$ cat config.mk
export PLATFORM = sky130hd
export DESIGN_NAME = mux_4x1_scanner
export DESIGN_NICKNAME = d
export VERILOG_FILES = /design/src/rtl/mux_scan_pkg.sv /design/src/rtl/mux_scan_dwell_cnt.sv /design/src/rtl/mux_4x1_scanner.sv
export SDC_FILE = /design/constraint.sdc
export NUM_CORES = 1
export LEC_CHECK = 0
export ABC_AREA = 1
export BUFFER_PORTS_ARGS = -buffer_cell sky130_fd_sc_hd__buf_2
export CELL_PAD_IN_SITES_DETAIL_PLACEMENT = 0
export CELL_PAD_IN_SITES_GLOBAL_PLACEMENT = 1
export CORE_ASPECT_RATIO = 1.75
export CORE_MARGIN = 5
export CORE_UTILIZATION = 25
export CTS_BUF_LIST = sky130_fd_sc_hd__clkbuf_2 sky130_fd_sc_hd__clkbuf_4 sky130_fd_sc_hd__clkbuf_8
export DETAILED_ROUTE_END_ITERATION = 8
export PLACE_DENSITY_LB_ADDON = 0.1
export SYNTH_ARGS = -nofsm -noshare
export SYNTH_HDL_FRONTEND = slang
export SYNTH_HIERARCHICAL = 1
export SYNTH_SLANG_ARGS = --single-unit
$ cat constraint.sdc
create_clock -name clk -period 3.8 [get_ports clk]
set_clock_uncertainty 0.15 [all_clocks]
set_input_delay 0.19 -clock clk [delete_from_list [all_inputs] [get_ports clk]]
set_output_delay 0.19 -clock clk [all_outputs]
set_load 0.05 [all_outputs]
$ cat src/rtl/mux_scan_pkg.sv
// Shared definitions for the 4:1 mux scanner.
//   scan_state_t : scanner FSM states
//   NUM_CH       : channels behind the external mux
//   IDX_W        : width of the channel index / select bus
//   CNT_W        : width of the settle (dwell) counter
//   is_xz()      : true when a sampled level is neither a clean 0 nor 1
package mux_scan_pkg;

    localparam int NUM_CH = 4;
    localparam int IDX_W  = 2;
    localparam int CNT_W  = 4;

    typedef enum logic [1:0] {
        IDLE   = 2'd0,
        SETTLE = 2'd1,
        SAMPLE = 2'd2,
        DONE   = 2'd3
    } scan_state_t;

    function automatic logic is_xz(input logic v);
        return (v !== 1'b0) && (v !== 1'b1);
    endfunction

endpackage

$ cat src/rtl/mux_scan_dwell_cnt.sv
// Settle counter for the mux scanner.
//   clk, rst_n : clock, asynchronous active-low reset
//   clear      : force count to zero (has priority over enable)
//   enable     : count one settle cycle
//   tc         : high during the last settle cycle (count == DWELL-1)
module mux_scan_dwell_cnt
    import mux_scan_pkg::*;
#(
    parameter int DWELL = 2
) (
    input  logic clk,
    input  logic rst_n,
    input  logic clear,
    input  logic enable,
    output logic tc
);

    logic [CNT_W-1:0] cnt_reg;
    logic [CNT_W-1:0] cnt_next;

    always_comb begin
        cnt_next = cnt_reg;
        if (clear) begin
            cnt_next = '0;
        end else if (enable) begin
            cnt_next = cnt_reg + CNT_W'(1);
        end
    end

    always_ff @(posedge clk or negedge rst_n) begin
        if (!rst_n) begin
            cnt_reg <= '0;
        end else begin
            cnt_reg <= cnt_next;
        end
    end

    assign tc = enable && (cnt_reg == CNT_W'(DWELL - 1));

endmodule

$ cat src/rtl/mux_4x1_scanner.sv
// Scans the four channels of an external 4:1 tristate mux, letting each
// channel settle for DWELL cycles before sampling the fed-back mux output.
//   clk, rst_n  : clock, asynchronous active-low reset
//   start       : begin one scan (ignored while busy)
//   cont        : continuous mode, only looked at when a snapshot is accepted
//   s1, s0      : mux select lines, {s1,s0} = channel index
//   o0          : mux output fed back for sampling
//   snap        : captured levels, bit n = channel n
//   snap_xz     : bit n set when channel n sampled as x or z
//   snap_valid  : snapshot available (DONE state)
//   snap_ready  : consumer accepts the snapshot
//   busy        : any state other than IDLE
module mux_4x1_scanner
    import mux_scan_pkg::*;
#(
    parameter int DWELL = 2
) (
    input  logic              clk,
    input  logic              rst_n,
    input  logic              start,
    input  logic              cont,
    output logic              s1,
    output logic              s0,
    input  logic              o0,
    output logic [NUM_CH-1:0] snap,
    output logic [NUM_CH-1:0] snap_xz,
    output logic              snap_valid,
    input  logic              snap_ready,
    output logic              busy
);

    scan_state_t       state_reg, state_next;
    logic [IDX_W-1:0]  idx_reg, idx_next;
    logic [NUM_CH-1:0] shadow_reg, shadow_xz_reg;
    logic [NUM_CH-1:0] cap_lvl, cap_xz;
    logic [NUM_CH-1:0] snap_reg, snap_xz_reg;
    logic              load_snap;
    logic              dwell_tc;
    logic              sample_lvl;
    logic              sample_xz;

    // Counter is held clear outside SETTLE, so every SETTLE entry starts at 0.
    mux_scan_dwell_cnt #(
        .DWELL (DWELL)
    ) u_dwell (
        .clk    (clk),
        .rst_n  (rst_n),
        .clear  (state_reg != SETTLE),
        .enable (state_reg == SETTLE),
        .tc     (dwell_tc)
    );

    assign sample_lvl = (o0 === 1'b1);
    assign sample_xz  = is_xz(o0);

    // Per-channel capture view: the channel being sampled this cycle takes the
    // live level, the others keep their shadow. The snapshot loads from this
    // view so the last channel lands in the same edge that enters DONE.
    for (genvar gi = 0; gi < NUM_CH; gi++) begin : g_cap
        logic hit;
        assign hit         = (state_reg == SAMPLE) && (idx_reg == IDX_W'(gi));
        assign cap_lvl[gi] = hit ? sample_lvl : shadow_reg[gi];
        assign cap_xz[gi]  = hit ? sample_xz  : shadow_xz_reg[gi];
    end

    always_comb begin
        state_next = state_reg;
        idx_next   = idx_reg;
        load_snap  = 1'b0;
        case (state_reg)
            IDLE: begin
                if (start) begin
                    state_next = SETTLE;
                    idx_next   = '0;
                end
            end
            SETTLE: begin
                if (dwell_tc) begin
                    state_next = SAMPLE;
                end
            end
            SAMPLE: begin
                if (idx_reg == IDX_W'(NUM_CH - 1)) begin
                    state_next = DONE;
                    load_snap  = 1'b1;
                end else begin
                    // Select changes together with SETTLE entry only.
                    state_next = SETTLE;
                    idx_next   = idx_reg + IDX_W'(1);
                end
            end
            DONE: begin
                if (snap_ready) begin
                    state_next = cont ? SETTLE : IDLE;
                    idx_next   = '0;
                end
            end
            default: begin
                state_next = IDLE;
                idx_next   = '0;
            end
        endcase
    end

    always_ff @(posedge clk or negedge rst_n) begin
        if (!rst_n) begin
            state_reg     <= IDLE;
            idx_reg       <= '0;
            shadow_reg    <= '0;
            shadow_xz_reg <= '0;
            snap_reg      <= '0;
            snap_xz_reg   <= '0;
        end else begin
            state_reg     <= state_next;
            idx_reg       <= idx_next;
            shadow_reg    <= cap_lvl;
            shadow_xz_reg <= cap_xz;
            if (load_snap) begin
                snap_reg    <= cap_lvl;
                snap_xz_reg <= cap_xz;
            end
        end
    end

    assign s1         = idx_reg[1];
    assign s0         = idx_reg[0];
    assign snap       = snap_reg;
    assign snap_xz    = snap_xz_reg;
    assign snap_valid = (state_reg == DONE);
    assign busy       = (state_reg != IDLE);

endmodule

==> qor.csv <==
metric;value;unit
setup_violations;0;
drv_slew;0;
synth_common_cells;37 x nand2_1, 23 x inv_1, 22 x dfrtp_1;
r2r_end;state_reg[0]$_DFFE_PN0P_;
nets;163;
synth_top_area_cell;dfrtp_1;
hold_viol_final;0;
hold_depth;3;
worstPathArrival;1650;ps
dieArea;0.00592;sq mm
met3_wirelength;97;microns
n_antenna_cell;0;
ant_nets;0;
chipHeight;98.1;microns
ys_warn_count;6;
ys_top_cells_by_area;dfrtp_1 50%, nand2_1 13%, inv_1 7.8%;
areaGrowthSynthToFinish;20.1;%
status;finished, final reports clean;
criticalPathCategory;register to register;
maxCapViolCount;0;
powerDensity;679;mW/mm^2
grt_max_degree;23;
ios;18;
dp_cells;196;
htreeDepth;1;
worstRegToRegCells;9;
synthFlopType;dfrtp_1;
viasPerCell;4.14;
crit_path_end;state_reg[0]$_DFFE_PN0P_;
cp-start-kind;register;
synth_cells;129;
holdWs;1.25;ps
post_cts_buffers;0;
reg2reg_from;state_reg[1]$_DFFE_PN0P_;
clock_sinks;22;
grt_pass1_vias;823;
cts-root-buf;clkbuf_8;
synth_seq_cells;22;
rsz0062_at_grt;no;
final_layout_size_suffix_gt1_share;21.3;%
cts_resized;0;
dr.max_layer_used;met4;
yosysTopAreaCellShare;49.7;%
seq_area_frac_synth;49.7;%
initial_core_util;25.4;%
chipWidth;60.3;microns
path_clk_slew;90;ps
wire_per_inst;11.2;microns
core;0.00436;sq mm
cts_buffers;3;
grt_pass1_wl;3.82;mm
synthDistinctLibCells;20;
max-slew-margin-rel;65.4;%
drc;0;
p_leak;0.000740;uW
hold_class;input port to register;
endpoint_kind;register;
dr.pass1.iters;4;
placementRows;32;
cts_tree;yes;
min_period;1650;ps
worst_pin_slew;518;ps
syn_avg_cell_area;8.59;sq um
holdBufCountCts;1;
crit_fanout;6;
vias;832;
port_buffers;17;
worst_ir_drop_vdd;354;uV
clock_latency;260;ps
fillerInstances;476;
syn_area;0.00111;sq mm
ff2ff_setup_slack;2150;ps
fmax;605;MHz
synthArstFlopShare;100;%
dp_hpwl;1.73;mm
fin_crit_sh;43.5;%
antenna_found_initial;0;
grt.overflow.total;0;
met1_length;983;microns
synth_edf_count;0;
met2_length;1.14;mm
syn-num-nets;141;
clock_path_buffers;2;
worstHoldStart;o0;
critPathRequiredTime;3800;ps
gp_congestion;0.756;
tns;0;ps
synth_most_common_cell;nand2_1;
drt_iter0_drc;6;
wl;2.25;mm
crit_start;state_reg[1]$_DFFE_PN0P_;
fin_cells;201;
track_usage;8.60;%
## routing by layer
layer	global-route usage [%]	vias to the layer above
met5	0	-
met4	3.07	0
met2	14.3	11
met3	2.12	2
li1	-	430
met1	10.4	389
## through the flow
step / util, % / cell area (sq um) / setup WS (ps) / power [uW]
after floorplan: - / 1110 / 2180 / 616
after global placement: 28.6 / 1250 / 2170 / 694
after detailed placement: 28.6 / 1250 / 2120 / 696
after CTS: 30.5 / 1330 / 2110 / 921
after global routing: 30.5 / 1330 / 1930 / 977
final: 30.5 / 1330 / 2150 / 904
## kinds of logic (layout without fill, tap and decap cells)
logic type / after synthesis / after routing / share of synthesized area (%)
AO/OA/AOI/OAI: 11 / 11 / 5.19
adder cells (fa/ha/maj): 6 / 6 / 6.77
buffers and inverters: 26 / 47 / 9.14
flip-flops: 22 / 22 / 49.7
AND/OR/NAND/NOR: 64 / 64 / 29.2
## power by group
group | switching, uW | internal, uW
Sequential | 42.9 | 279
Combinational | 249 | 113
Clock | 79.5 | 141
Total | 371 | 533
## critical path, stage by stage (launching register included)
cell,delay (ps)
dfrtp_1,460
inv_2,150
nand2_4,80
inv_1,160
nand2_1,70
nor3_1,130
inv_1,60
nand2_1,80
nand2_1,50
o21bai_1,150
## how the worst min path moves through the flow
| stage | endpoint | slack, ps |
|---|---|---|
| after floorplan | idx_reg[0]$_DFFE_PN0P_ | -260 |
| after global placement | snap[3]$_DFFE_PN0P_ | 50 |
| after detailed placement | snap[3]$_DFFE_PN0P_ | 50 |
| after CTS | snap[3]$_DFFE_PN0P_ | 3 |
| after global routing | snap[3]$_DFFE_PN0P_ | 5 |
| final | snap[3]$_DFFE_PN0P_ | 1 |
## final cells by class
type / instances / area (sq um) / area share (%)
clock buffers: 3 / 41.3 / 3.10
clock inverters: 1 / 30.0 / 2.26
inverters: 25 / 93.8 / 7.05
multi-input cells: 81 / 457 / 34.3
flip-flops and latches: 22 / 551 / 41.4
well taps: 51 / 63.8 / 4.79
repair buffers: 18 / 95.1 / 7.14
## placed cells by master (no fill, tap or decap), types with 2 or more instances in the layout
cell      synthesis  layout
a21oi_1           4       4
and2_1            3       3
buf_2             0      17
clkbuf_8          0       3
dfrtp_1          22      22
ha_1              6       6
inv_1            23      23
inv_2             2       2
nand2_1          37      37
nand2_4           2       2
nand3_1          10      10
nor2_1            4       4
nor2_4            3       3
o21ai_0           4       4
o21ai_1           2       2
Note: power is estimated with default switching activity, not from simulation.
